### src/rtl/genius_pkg.sv
// Shared clock-generator constants: default frequencies and the derived prescaler sizing.
package genius_pkg;

   function automatic int unsigned presc_div_calc(input int unsigned clk_hz,
                                                  input int unsigned cl3_hz);
      if (cl3_hz == 0) return 0;
      return clk_hz / (2 * cl3_hz);
   endfunction

   // Never narrower than one bit, even for degenerate divide ratios.
   function automatic int unsigned presc_w_calc(input int unsigned div);
      if (div <= 2) return 1;
      return $clog2(div);
   endfunction

   localparam int unsigned CLK_FREQ_HZ = 50_000_000;
   localparam int unsigned CL3_FREQ_HZ = 4;
   localparam int unsigned PRESC_DIV   = presc_div_calc(CLK_FREQ_HZ, CL3_FREQ_HZ);
   localparam int unsigned PRESC_W     = presc_w_calc(PRESC_DIV);

endpackage

### src/rtl/tick_prescaler.sv
// Free-running 0..Div-1 counter; step_o marks the enabled cycle that holds Div-1.
module tick_prescaler
   import genius_pkg::*;
#(
   parameter int unsigned Div = PRESC_DIV
) (
   input  logic CLK_i,
   input  logic RST_n_i,
   input  logic en_i,
   input  logic clr_i,
   output logic step_o
);

   localparam int unsigned W = presc_w_calc(Div);

   logic [W-1:0] cnt_q, cnt_d;
   logic         last;

   assign last   = (cnt_q == W'(Div - 1));
   assign step_o = en_i & ~clr_i & last;

   always_comb begin
      cnt_d = cnt_q;
      if (clr_i) begin
         cnt_d = '0;
      end else if (en_i) begin
         cnt_d = last ? '0 : cnt_q + 1'b1;
      end
   end

   always_ff @(posedge CLK_i or negedge RST_n_i) begin
      if (!RST_n_i) begin
         cnt_q <= '0;
      end else begin
         cnt_q <= cnt_d;
      end
   end

endmodule

### src/rtl/clk_gen_4x.sv
// Four phase-aligned game-level square waves from one prescaled 4-bit counter,
// plus registered one-cycle rise ticks for each.
module clk_gen_4x
   import genius_pkg::*;
#(
   parameter int unsigned CLK_FREQ_HZ = genius_pkg::CLK_FREQ_HZ,
   parameter int unsigned CL3_FREQ_HZ = genius_pkg::CL3_FREQ_HZ
) (
   input  logic       CLK_i,
   input  logic       RST_n_i,
   input  logic       en_i,
   input  logic       clr_i,
   output logic       CL0_o,
   output logic       CL1_o,
   output logic       CL2_o,
   output logic       CL3_o,
   output logic [3:0] tick_o
);

   localparam int unsigned PrescDiv = presc_div_calc(CLK_FREQ_HZ, CL3_FREQ_HZ);

   if (CL3_FREQ_HZ == 0 || (CLK_FREQ_HZ % (2 * CL3_FREQ_HZ)) != 0 || PrescDiv < 2) begin : g_cfg_err
      $error("clk_gen_4x: CLK_FREQ_HZ/(2*CL3_FREQ_HZ) must be an integer >= 2");
   end

   logic       step;
   logic [3:0] div_q, div_d;
   logic [3:0] tick_q, tick_d;
   logic [3:0] rise;

   tick_prescaler #(
      .Div (PrescDiv)
   ) u_presc (
      .CLK_i   (CLK_i),
      .RST_n_i (RST_n_i),
      .en_i    (en_i),
      .clr_i   (clr_i),
      .step_o  (step)
   );

   // tick bit k belongs to CLk_o, which is div bit 3-k, hence the reversal.
   always_comb begin
      div_d  = div_q;
      tick_d = '0;
      rise   = '0;
      if (clr_i) begin
         div_d = '0;
      end else if (step) begin
         div_d  = div_q + 4'd1;
         rise   = div_d & ~div_q;
         tick_d = {rise[0], rise[1], rise[2], rise[3]};
      end
   end

   always_ff @(posedge CLK_i or negedge RST_n_i) begin
      if (!RST_n_i) begin
         div_q  <= '0;
         tick_q <= '0;
      end else begin
         div_q  <= div_d;
         tick_q <= tick_d;
      end
   end

   assign CL3_o  = div_q[0];
   assign CL2_o  = div_q[1];
   assign CL1_o  = div_q[2];
   assign CL0_o  = div_q[3];
   assign tick_o = tick_q;

endmodule

### config.mk
export PLATFORM = sky130hd
export DESIGN_NAME = clk_gen_4x
export DESIGN_NICKNAME = d
export VERILOG_FILES = /design/src/rtl/genius_pkg.sv /design/src/rtl/tick_prescaler.sv /design/src/rtl/clk_gen_4x.sv
export SDC_FILE = /design/constraint.sdc
export NUM_CORES = 1
export LEC_CHECK = 0
export CORE_AREA = 4 4 63 59
export DETAILED_ROUTE_END_ITERATION = 10
export DIE_AREA = 0 0 67 63
export PLACE_DENSITY = 0.86
export SYNTH_ARGS = -nofsm -noshare
export SYNTH_HDL_FRONTEND = slang
export SYNTH_SLANG_ARGS = --single-unit
### constraint.sdc
create_clock -name CLK_i -period 2.2 [get_ports CLK_i]
set_input_delay 0.44 -clock CLK_i [delete_from_list [all_inputs] [get_ports CLK_i]]
set_output_delay 0.44 -clock CLK_i [all_outputs]
set_load 0.01 [all_outputs]
Word-level counts from Yosys, hierarchy flattened
Index checks and enable logic that the tools add are counted.

word-level totals
  register bits after elaboration = 31
  input bits = 4
  output and inout bits = 8

operators by class
  add/sub/neg operators = 2
  equal/unequal tests = 1
  mux-type cells = 7
  bitwise logic cells = 5
  reduce and logical (&&, ||, !) cells = 2

operators by type and width
  operator                                                         number
  23-bit two-way mux                                               3
  23-bit by 1-bit adder with 23-bit output, second input constant  1
  23-bit equality test, second input constant                      1
  4-bit two-way mux                                                4
  4-bit by 1-bit adder with 4-bit output, second input constant    1
  4-bit bitwise AND                                                1
  4-bit NOT                                                        1
  2-bit nonzero test                                               2
  1-bit bitwise AND                                                2
  1-bit NOT                                                        1

Depth between registers and ports, before layout
Gate-level depths: netlist of run 1.

  depth after elaboration = 5
  mapped depth = 8
  mapped depth without buffers = 6

Hierarchy
Synthesis of run 1 repeated with hierarchy kept, for this count alone.

unflattened totals
  cells, all modules = 192
  area total of the unflattened synthesis = 1851.8 µm²

modules (own cells, without submodules)
  module          times used  cells each  area each (µm²)  seq. area each (µm²)
  tick_prescaler  1           161         1475.2           575.6
  clk_gen_4x      1           31          376.6            200.2

Worst setup path before layout of run 1
No wires, ideal clock.

  path kind = reg2reg
  start = register u_presc.cnt_q[0]
  end = register u_presc.cnt_q[17]
  library setup time = 0.069 ns
  arrival = 1.824 ns
  required time = 2.131 ns
  slack = 0.307 ns
  stages on the path, launching flop included = 9
  buffers on the path = 2
  period minus slack after synthesis = 1.893 ns
  cell sequence = dfrtp_1 -> ha_1 -> and3_1 -> and4b_1 -> buf_6 -> a21o_4 -> buf_6 -> or3_1 -> nand3_1

between the ends
  word-level cells in the longest chain between the ends = 4

ends and longest elaborated chain
  item                                                                                     line                                        source
  start: declaration                                                                       tick_prescaler.sv:16                        logic [W-1:0] cnt_q, cnt_d;
  start signal: assignment                                                                 tick_prescaler.sv:35                        cnt_q <= cnt_d;
  23-bit by 1-bit adder with 23-bit output / 23-bit equality test (equally long branches)  tick_prescaler.sv:27, tick_prescaler.sv:19
  23-bit two-way mux (*)                                                                   tick_prescaler.sv:27                        cnt_d = last ? '0 : cnt_q + 1'b1;
  23-bit two-way mux (*)                                                                   tick_prescaler.sv:26                        end else if (en_i) begin
  23-bit two-way mux (*)                                                                   tick_prescaler.sv:24                        if (clr_i) begin

Mark *: on every way between the ends. The rest lies on a longest branch, timed or not. The select of a mux whose other input is x is not followed.
A chain may end at the register's enable or synchronous reset.

Final worst setup path of run 1
  start = register u_presc.cnt_q[0]
  end = register u_presc.cnt_q[14]

The elaborated chain is that of the path after synthesis.

==> impl_metrics.tcl, run 1 <==
set metrics [dict create \
    diodes 0 \
    fin_util 0.6382 \
    path_clk_slew_ns 0.10 \
    port_buffers 11 \
    r2r_end "u_presc.cnt_q[14]" \
    hold_violations 0 \
    synth_ff_type "dfrtp_1" \
    crit_start "u_presc.cnt_q[0]" \
    synth-edff-count 0 \
    cts_tree "built" \
    yosys-top-cells-area "dfrtp_1 (45%), nand3_1 (6.1%), nand2_1 (3.7%), ha_1 (3.6%), a21oi_1 (3.2%)" \
    reg2reg_from "u_presc.cnt_q[0]" \
    async_reset_ff_frac 1.000 \
    syn_avg_cell_area_sq_um 9.290 \
    io_pins 12 \
    cts_setup_buffers 0 \
    synth.ff_latch_count 31 \
    crit_path_start_kind "register" \
    leakage_nw 0.8231 \
    drc 0 \
    timing.hold.ws_ns 0.4881 \
    final_cell_mix "dfrtp_1 (31), nand3_1 (21), nand2_1 (17)" \
    synth_top_cell_area_share 0.4490 \
    crit_path_max_fanout 14 \
    cts_root_buf "clkbuf_4" \
    grtUsageTotal 0.2068 \
    cts_buffer_depth 2 \
    yosys_warnings 0 \
    skew_ns 0.01284 \
    hp-class "in -> async" \
    ff2ff_setup_slack_ns 0.16 \
    dr.pass1.iters 4 \
    yosys.area.top_type "dfrtp_1" \
    arrival_ns 2.30 \
    grt_pass1_wl_um 6603 \
    fin_crit_ns 2.035 \
    synth_cell_type_count 40 \
    cts_hold_buffers 0 \
    timing.fmax_mhz 491.4 \
    die_y_um 63 \
    report.final.slew_viol_count 0 \
    clk_latency_ns 0.35 \
    grt_start_max_net_pins 32 \
    vdd_drop_max_mv 0.3442 \
    synth_seq_area_share 0.4490 \
    synthCells 186 \
    slew_headroom 0.1873 \
    cts.sinks 31 \
    maxCapViolations 0 \
    cts_buffers 5 \
    reg2reg_depth 6 \
    rsz0062_at_grt "no" \
    required_ns 2.47 \
    drt_iter0_drc 93 \
    h-tree-depth 2 \
    antenna_left 0 \
    synth_area_sq_um 1728 \
    area_delta_synth_final_pct 11.51 \
    fp.dieArea_sq_um 4221 \
    antenna_found_initial 0 \
    finalNetCount 210 \
    syn_nets 195 \
    setup_violations 0 \
    wl_per_cell_um 15.53 \
    place.gp.congestion 0.8562 \
    cts.repair.resized 0 \
    wl_um 3789 \
    layout_commonest_cell "dfrtp_1" \
    critPathCaptureType "register" \
    final_layout_size_suffix_gt1_frac 0.1188 \
    fp-row-count 19 \
    finalCritPeriodShare 0.9250 \
    coreArea_sq_um 3019 \
    vias 1465 \
    worstMarginPinSlew_ns 1.215 \
    die_x_um 67 \
    p_per_area_nw_per_um2 500.7 \
    grt.overflow.total 0 \
    place_hpwl_um 2685 \
    start_util 0.5723 \
    crit_end "u_presc.cnt_q[14]" \
    vias_per_cell 6.004 \
    criticalPathCategory "reg -> reg" \
    grt_pass1_vias 1476 \
    outcome "finished clean" \
]
==> area by class of cell <==
class / instances / area [sq um]
clock inverters: 3 / 15.01
fillers: 252 / 1092
repair buffers: 17 / 155.1
clock buffers: 5 / 37.54
inverters: 13 / 48.80
flip-flops and latches: 31 / 775.7
well taps: 42 / 52.55
multi-input cells: 133 / 842.1
==> stage by stage <==
stage	TNS, ns	setup slack [ns]	power [mW]	std cells	instance area [sq um]
2_1_floorplan	0	0.3073	0.6212	186	1728
6_report	0	0.1650	0.9648	244	1927
3_3_place_gp	0	0.05779	0.6483	236	1874
5_1_grt	0	0.03187	1.012	244	1927
3_5_place_dp	-0.1413	-0.03820	0.6508	236	1874
4_1_cts	0	0.1576	0.9706	244	1927
==> worst max-delay path: stages, from the launching register on <==
cell     delay, ns
dfrtp_1       0.41
ha_1          0.25
and3_1        0.20
and4b_1       0.25
a21o_4        0.30
or3_2         0.46
o21ai_0       0.09
==> cell families (layout without fill, tap and decap cells) <==
logic type	after synthesis	after routing	synth area share
adders and majority gates	5	5	0.03621
AOI/OAI and AO/OA	34	34	0.1318
DFF	31	31	0.4489
muxes	2	2	0.01159
buffers and inverters	22	38	0.06372
and+or+nand+nor	89	89	0.2925
xor gates and xnor gates	3	3	0.01521
==> state kept, by name, summed over array words and instances, names as in the netlist <==
name           cells
div_q              4
u_presc.cnt_q     23
tick_o             4
==> synth_stat cells, types with 2 or more instances <==
master	count
o21ai_0	10
a21oi_1	11
nand4_1	8
a22o_1	2
nand3_1	21
buf_6	3
o22ai_1	2
ha_1	5
xor2_1	3
nand3b_1	3
or3_1	8
nor2_1	9
inv_1	13
nand2_1	17
clkbuf_1	4
mux2i_1	2
and3_1	7
nor3_1	2
and2_1	4
a211oi_1	2
dfrtp_1	31
==> report_power, final <==
group	internal [mW]	switching, mW	total (mW)
combinational	0.0238	0.0411	0.0649
sequential	0.572	0.00260	0.575
clock	0.119	0.206	0.325
==> worst min-delay path by stage <==
| stage | startpoint | to | slack, ns | cells after the start |
|---|---|---|---|---|
| final | RST_n_i | u_presc.cnt_q[13] | 0.49 | 2 |
| after CTS | RST_n_i | div_q[0] | 0.49 | 2 |
| after global routing | RST_n_i | div_q[0] | 0.51 | 2 |
| after detailed placement | u_presc.cnt_q[0] | u_presc.cnt_q[0] | 0.52 | 1 |
| after global placement | u_presc.cnt_q[22] | u_presc.cnt_q[22] | 0.50 | 2 |
| after floorplan | RST_n_i | div_q[0] | 0.14 | 0 |
==> routing by layer <==
metal	share of wire	global-route usage	vias up
met5	0	0	-
met4	0.021	0.1038	0
met3	0.050	0.05036	9
met2	0.50	0.3411	39
met1	0.43	0.2446	716
li1	-	-	701
Power figures use the tool's default switching activity.
==> run 2, diff against run 1 <==
--- a/config.mk
+++ b/config.mk
@@ -6,6 +6,7 @@
 export NUM_CORES = 1
 export LEC_CHECK = 0
 export CORE_AREA = 4 4 63 59
+export CTS_CLUSTER_DIAMETER = 120
 export DETAILED_ROUTE_END_ITERATION = 10
 export DIE_AREA = 0 0 67 63
 export PLACE_DENSITY = 0.86
==> results of run 2 <==
Final layout, timing and power as in run 1 (identical DEF).
==> edit (settings of run 1) <==
The package constant `CLK_FREQ_HZ` goes from 50_000_000 to 25_000_000.
--- a/src/rtl/genius_pkg.sv
+++ b/src/rtl/genius_pkg.sv
@@ -15,3 +15,3 @@
 
-   localparam int unsigned CLK_FREQ_HZ = 50_000_000;
+   localparam int unsigned CLK_FREQ_HZ = 25_000_000;
    localparam int unsigned CL3_FREQ_HZ = 4;
Function: same outputs for any inputs over 10 cycles, from zero or initial values and one cycle with RST_n_i low; that may be too few to reach the edited logic, so the function may still have changed.
==> edit against run 1 <==
- global-route usage rose by 1.4 points
- synthesized area fell by 1.3%
- core utilization is 0.87 points higher
- sequential cell count decreased by 1
- count of clock-buffer cells in the layout stayed put
- fmax shrank 0.97%
- cell area is 1.4% higher
- power grew 9.7%
- wire length up 10%
- clock power grew 34%
- critical endpoint is now u_presc.cnt_q[20]$_DFFE_PN0P_
- setup slack got worse by 0.020 ns
==> edit: results (changes against run 1) <==
set qor(async_flop_share_pct) 100 ;# unchanged
set qor(vias_per_cell) 6.30 ;# +4.9%
set qor(place.detailed.instances) 240 ;# +1.7%
set qor(run_status) {completed}
set qor(vias) 1562 ;# +6.6%
set qor(fin_worst_skew_ns) 0.00642 ;# -0.00642 ns
set qor(tightest_slew_ns) 0.532 ;# -0.682 ns
set qor(fin_nets) 215 ;# +2.4%
set qor(placed_area_mm2) 0.00186 ;# -0.60%
set qor(leakage_nw) 0.780 ;# -5.3%
set qor(grt_usage_pct) 22.1 ;# +1.4 points
set qor(placement.setup.worst_slack_ns) 0.103 ;# +0.141 ns
set qor(critPathSlowestCell) {or4_1}
set qor(critical_path.top_delay_family) {simple AND/OR/NAND/NOR gates}
set qor(post_synth_main_area_contributors) {dfrtp_1, a21oi_1, a31oi_1}
set qor(worst_path_largest_cell_delay_ns) 0.51 ;# +0.05 ns
set qor(worst-path-max-fanout) 8 ;# -6
set qor(place_congestion) 0.928 ;# +8.3%
set qor(yosysUniqueCellTypes) 41 ;# +2.5%
set qor(cts.root.buffer_cell) {clkbuf_4}
set qor(yosys-top-cells-count) {dfrtp_1, a21oi_1, nand2_1, nor2_1, o21ai_0}
set qor(route.detailed.wl_per_inst_um) 16.9 ;# +8.5%
set qor(largest_register_ff_count) 22 ;# -4.3%
set qor(antennaDiodeCount) 0 ;# unchanged
set qor(drive_gt1_share_pct) 11.7 ;# -0.23 points
set qor(grt_max_degree) 31 ;# -3.1%
set qor(grt_antenna_before_repair) 0 ;# unchanged
set qor(first_global_vias) 1552 ;# +5.1%
set qor(io_buffers) 11 ;# unchanged
set qor(inserted_clock_buffers) 5 ;# unchanged
set qor(max_flop_register) {u_presc.cnt_q}
set qor(synth-seq-area-share_pct) 44.0 ;# -0.87 points
set qor(postSynthCellCount) 190 ;# +2.2%
set qor(grt_first_pass_wirelength_mm) 7.06 ;# +6.9%
set qor(drt_pass1_iterations) 4 ;# unchanged
set qor(clock_latency_ns) 0.35 ;# about the same
set qor(period_share_pct) 93.4 ;# +0.90 points
set qor(worst-endpoint-arrival_ns) 2.34 ;# +0.04 ns
set qor(detailedRoute.firstIterationViolations) 99 ;# +6.5%
set qor(regToRegSetupSlack_ns) 0.15 ;# -0.02 ns
set qor(ir_drop_mv) 0.465 ;# +35%
set qor(hp-class) {primary input to asynchronous set/reset pin}
set qor(detailedPlacementHpwl_mm) 2.93 ;# +9.0%
set qor(synth.yosys.warnings) 0 ;# unchanged
set qor(syn_nets) 200 ;# +2.6%
-- edit: cells by family after synthesis --
| family | count (synthesis) | share of synthesized area (%) |
|---|---|---|
| AO/OA/AOI/OAI | 53 | 19.4 |
| XOR/XNOR | 1 | 0.514 |
| adder cells (fa/ha/maj) | 6 | 4.40 |
| buffers and inverters | 21 | 5.58 |
| flip-flops | 30 | 44.0 |
| AND/OR/NAND/NOR | 79 | 26.1 |
-- edit: power by group --
| group | switching (mW) | total, mW | internal (mW) |
|---|---|---|---|
| clock | 0.201 | 0.436 | 0.235 |
| combinational | 0.0411 | 0.0628 | 0.0217 |
| sequential | 0.00553 | 0.560 | 0.554 |
| total | 0.247 | 1.06 | 0.811 |
-- edit: final cells by class --
class,instances,area [um2]
clock inverter,3,40.0
inverter,12,45.0
multi-input combinational,139,871
sequential,30,752
fill,254,1070
clock buffer,5,37.5
tap,42,52.6
timing repair buffer,17,155
-- edit: metrics by stage --
stage	power, mW	hold slack [ns]
floorplan	0.602	0.144
finish	1.06	0.462
CTS	1.06	0.481
detailed placement	0.632	0.532
global placement	0.629	0.522
global route	1.09	0.490
-- edit: worst register-to-register path: stages (launching register included) --
cell     delay (ns)
dfrtp_2        0.46
ha_1           0.22
nand4_1        0.23
nor4_4         0.10
a211o_4        0.38
or4_1          0.51
nand3_1        0.10
-- edit: per-layer routing --
metal / up-vias / global-route usage (%) / wire length (um)
met1: 764 / 27.1 / 1680
met5: - / 0 / 0
met2: 56 / 35.3 / 2060
met3: 19 / 5.58 / 282
li1: 723 / - / -
met4: 0 / 11.4 / 159
-- edit: path summary, 6_finish.rpt --
kind / from / endpoint / cells past startpoint
setup / recovery: u_presc.cnt_q[0]$_DFFE_PN0P_ / u_presc.cnt_q[20]$_DFFE_PN0P_ / 6
hold / removal: RST_n_i / div_q[0]$_DFFE_PN0P_ / 2
setup reg to reg: u_presc.cnt_q[0]$_DFFE_PN0P_ / u_presc.cnt_q[20]$_DFFE_PN0P_ / 6
hold reg to reg: u_presc.cnt_q[13]$_DFFE_PN0P_ / u_presc.cnt_q[13]$_DFFE_PN0P_ / 1
max in group asynchronous: RST_n_i / u_presc.cnt_q[0]$_DFFE_PN0P_ / 2
min in group CLK_i: u_presc.cnt_q[13]$_DFFE_PN0P_ / u_presc.cnt_q[13]$_DFFE_PN0P_ / 1
-- edit: what timing repair did --
| action | in CTS | in global routing |
|---|---|---|
| hold endpoints to repair | 0 | 0 |
| endpoints found under the setup margin | 0 | 12 |
| resized for setup | 0 | 3 |
